## src/rtl/mac_stream_loader.sv

```systemverilog
// Byte-serial front/back-end for the combinational 3x3 matrix MAC.
// Assembles A then B from a valid/ready element stream, drives the MAC
// operands/opcode, captures the MAC result and offers it with valid/ready.
module mac_stream_loader #(
    parameter int unsigned DATA_WIDTH = 72,
    parameter int unsigned MAT_SIZE   = 3,
    parameter int unsigned VAR_WIDTH  = 8
) (
    input  logic                  clk_i,
    input  logic                  rst_ni,
    input  logic [VAR_WIDTH-1:0]  elem_i,
    input  logic                  elem_valid_i,
    output logic                  elem_ready_o,
    input  logic [1:0]            opcode_i,
    output logic [DATA_WIDTH-1:0] matrixA_o,
    output logic [DATA_WIDTH-1:0] matrixB_o,
    output logic [1:0]            opcode_o,
    input  logic [DATA_WIDTH-1:0] mac_result_i,
    output logic [DATA_WIDTH-1:0] result_o,
    output logic                  result_valid_o,
    input  logic                  result_ready_i,
    output logic                  op_err_o
);

    localparam int unsigned N_ELEM = MAT_SIZE * MAT_SIZE;
    localparam int unsigned CNT_W  = (N_ELEM > 1) ? $clog2(N_ELEM) : 1;

    typedef enum logic [1:0] {
        LOAD_A,
        LOAD_B,
        EXEC,
        DONE
    } state_t;

    state_t           state_q;
    state_t           state_d;
    logic [CNT_W-1:0] cnt_q;
    logic             accept;
    logic             cnt_last;

    assign accept   = elem_valid_i && elem_ready_o;
    assign cnt_last = (cnt_q == CNT_W'(N_ELEM - 1));

    // State register
    always_ff @(posedge clk_i or negedge rst_ni) begin
        if (!rst_ni) begin
            state_q <= LOAD_A;
        end else begin
            state_q <= state_d;
        end
    end

    // Next-state and handshake decode; ready/valid depend on state only
    always_comb begin
        state_d        = state_q;
        elem_ready_o   = 1'b0;
        result_valid_o = 1'b0;
        case (state_q)
            LOAD_A: begin
                elem_ready_o = 1'b1;
                if (accept && cnt_last) state_d = LOAD_B;
            end
            LOAD_B: begin
                elem_ready_o = 1'b1;
                if (accept && cnt_last) state_d = EXEC;
            end
            EXEC: begin
                state_d = DONE;
            end
            DONE: begin
                result_valid_o = 1'b1;
                if (result_ready_i) state_d = LOAD_A;
            end
            default: state_d = LOAD_A;
        endcase
    end

    // Datapath: operand shift registers, element counter, result capture
    always_ff @(posedge clk_i or negedge rst_ni) begin
        if (!rst_ni) begin
            cnt_q     <= '0;
            matrixA_o <= '0;
            matrixB_o <= '0;
            opcode_o  <= '0;
            result_o  <= '0;
            op_err_o  <= 1'b0;
        end else begin
            case (state_q)
                LOAD_A: begin
                    if (accept) begin
                        matrixA_o <= {matrixA_o[DATA_WIDTH-VAR_WIDTH-1:0], elem_i};
                        if (cnt_q == '0) opcode_o <= opcode_i;
                        cnt_q <= cnt_last ? '0 : cnt_q + 1'b1;
                    end
                end
                LOAD_B: begin
                    if (accept) begin
                        matrixB_o <= {matrixB_o[DATA_WIDTH-VAR_WIDTH-1:0], elem_i};
                        cnt_q <= cnt_last ? '0 : cnt_q + 1'b1;
                    end
                end
                EXEC: begin
                    result_o <= mac_result_i;
                    op_err_o <= (opcode_o == 2'b11);
                end
                DONE: begin
                    if (result_ready_i) begin
                        op_err_o <= 1'b0;
                        cnt_q    <= '0;
                    end
                end
                default: cnt_q <= '0;
            endcase
        end
    end

endmodule

```

## config.mk

```make
export PLATFORM = sky130hd
export DESIGN_NAME = mac_stream_loader
export DESIGN_NICKNAME = d
export VERILOG_FILES = /design/src/rtl/mac_stream_loader.sv
export SDC_FILE = /design/constraint.sdc
export NUM_CORES = 1
export LEC_CHECK = 0
export BUFFER_PORTS_ARGS = -buffer_cell sky130_fd_sc_hd__buf_2
export CORE_UTILIZATION = 53
export CTS_CLUSTER_DIAMETER = 100
export DETAILED_ROUTE_END_ITERATION = 16
export PLACE_DENSITY = 0.85
export SYNTH_ARGS = -nofsm -noshare
export SYNTH_HDL_FRONTEND = slang
export SYNTH_SLANG_ARGS = --single-unit
```

## constraint.sdc

```tcl
create_clock -name clk_i -period 3.3 [get_ports clk_i]
set_input_delay 0.66 -clock clk_i [delete_from_list [all_inputs] [get_ports clk_i]]
set_output_delay 0.66 -clock clk_i [all_outputs]
set_load 0.05 [all_outputs]
```

==> out/qor.txt <==
Simple-gate area share of the yosys netlist = 0.0105
Worst Path Required = 2.64 ns
Root buffer cell = clkbuf_16
Layout area overhead = 30.1%
Period utilization = 0.748
Max-Cap Viols = 0
F_max = 0.405 GHz
Crit path max fanout = 4
Global-route wire length before repair = 29.5 mm
Post-Place Cells = 1009
Area occupied by multi-input gates = 0.00274 mm²
Register area share after synthesis = 0.663
Placer congestion estimate = 0.772
Least-Margin Pin Slew = 0.960 ns
Routed WL = 19.0 mm
Most common cell after layout, fill and taps aside = buf_2
Register area = 0.00563 mm²
Max Slew Vio Count = 0
Share of the synthesized area in the top cell type = 0.663
Largest net degree at the start of global routing = 76
Fraction of layout cells with a size suffix above 1 = 0.685
Critical Path Source Type = register
CTS Sinks = 225
Die Wd = 129 µm
CTS tree = done
Largest family of logic cells by synthesized area = multiplexers
Crit Path Class = reg -> out
Overall routing resource usage = 0.229
Number of flops mapped to enable cells by yosys = 0
Post-Syn Area per Cell = 16.7 µm²
Final Hold Fails = 0
# IOs = 307
Die area = 0.0165 mm²
IO buf count = 306
Wire length per cell = 18.1 µm
Core area = 0.0154 mm²
Flops & latches, synth = 225
Crit path time final = 2.47 ns
Dominant synthesized flop cell = dfrtp_1
DIE HEIGHT = 129 µm
Clock Path Buffers = 3
Core Util, Final = 0.716
Setup TNS = 0 ns
H-tree lvl count = 1
Final HPWL DP = 13.8 mm
Mapped Nets = 600
Post-synthesis mux area share = 0.293
Area fraction in compound gates after synthesis = 0.00840
Synth Area in Adders = 0.00884
Filler cell count = 1046
Post-synth cell types = 24
Mapped Cells = 508
Max-slew headroom = 0.360
ANT nets after route = 0
Postcts setup bufs = 0
DRT Pass-1 Iters = 4
Initial DRC Count = 176
Leading area contributor after synthesis = dfrtp_1
Initial Utilization = 0.550
Crit end category = output pin
Post_cts resized = 0
Synth Area in XOR/XNOR = 0
Layout Cells excl Fill = 1050
Cts hold-fix bufs = 0
Top cells by area, synth = dfrtp_1 (66%), mux2_2 (29%), buf_2 (1.3%)
Synth Warn # = 0
Routed via count = 5350
GRT overflow = 0
Async set or reset register ratio after synthesis = 1.00
Initial antenna violation count = 2
RSZ-0062 raised after global routing = no
Vias per cell = 5.10
Final setup viols = 0
Post-Syn Area = 0.00849 mm²
DRC = 0
Commonest cells after routing, fill and taps aside = buf_2 (305), dfrtp_1 (225), mux2_2 (219), clkbuf_16 (23), inv_1 (7)
Min-delay worst type = in -> async
Clock skew = 0.00555 ns
Row count = 45
Vias in the first global route = 5666
Fin nets = 915
TritonCTS Buffers = 23
Status = completed
Clock slew at reported path FFs = 0.06 ns
WP data arrival = 1.81 ns
Clk Latency, worst-skew pair = 0.49 ns
[final cells by class]
class,instances,area share
Timing Repair Buffer,312,0.146
Clock buffer,27,0.0562
Clock inverter,12,0.0133
Antenna cell,2,0.000453
Inverter,7,0.00238
Sequential cell,225,0.510
Tap cell,211,0.0239
Multi-Input combinational cell,254,0.248
[cell families after synthesis]
group | count (synthesis)
flops | 225
mux | 221
fa+ha+maj | 6
simple gates | 16
compound gates | 11
buf+inv | 29
[sequential cells by signal, summed over array words and instances, names as in the netlist]
register	count
matrixB_o	72
result_o	72
matrixA_o	72
opcode_o	2
cnt_q	4
op_err_o	1
state_q	2
[cell usage after synthesis (2+ instances only)]
master	number
dfrtp_1	225
mux2_2	219
buf_2	22
inv_1	7
ha_1	6
o21ai_0	4
nand2_1	3
nor2_1	3
o31ai_1	3
mux2i_1	2
[stage by stage]
stage,cell area [µm²],worst slack (ns),hold slack (ns)
after global routing,11000,0.732,0.130
after detailed placement,10300,1.14,0.489
after floorplan,8490,1.48,0.364
final,11000,0.833,0.0916
after global placement,10300,1.19,0.483
after CTS,11000,0.814,0.111
[routing by layer]
| metal | global-route usage | wire length, µm |
|---|---|---|
| met1 | 0.256 | 7120 |
| met2 | 0.393 | 9480 |
| met3 | 0.0865 | 1720 |
| met4 | 0.0976 | 685 |
| met5 | 0 | 0 |
[worst max-delay path, cell delays in order, from the launching register on]
cell     delay, ns
dfrtp_1       0.40
inv_1         0.13
ha_1          0.26
or2_2         0.30
buf_2         0.22
[path summary, 6_finish.rpt]
kind                             startpoint       endpoint  slack, ns  cells past startpoint
hold / removal                       rst_ni   matrixB_o[5]       0.09                      1
min in group clk_i         mac_result_i[19]   result_o[19]       0.39                      2
setup reg to reg                 state_q[1]  matrixB_o[38]       1.15                      5
max in group asynchronous            rst_ni   result_o[27]       2.34                      2
hold reg to reg               matrixA_o[64]  matrixA_o[64]       0.50                      1
setup / recovery                 state_q[0]   elem_ready_o       0.83                      4
Power is left out: the tool's default activity adds up to more than one toggle a clock period on the data nets, which glitch-free logic cannot reach.
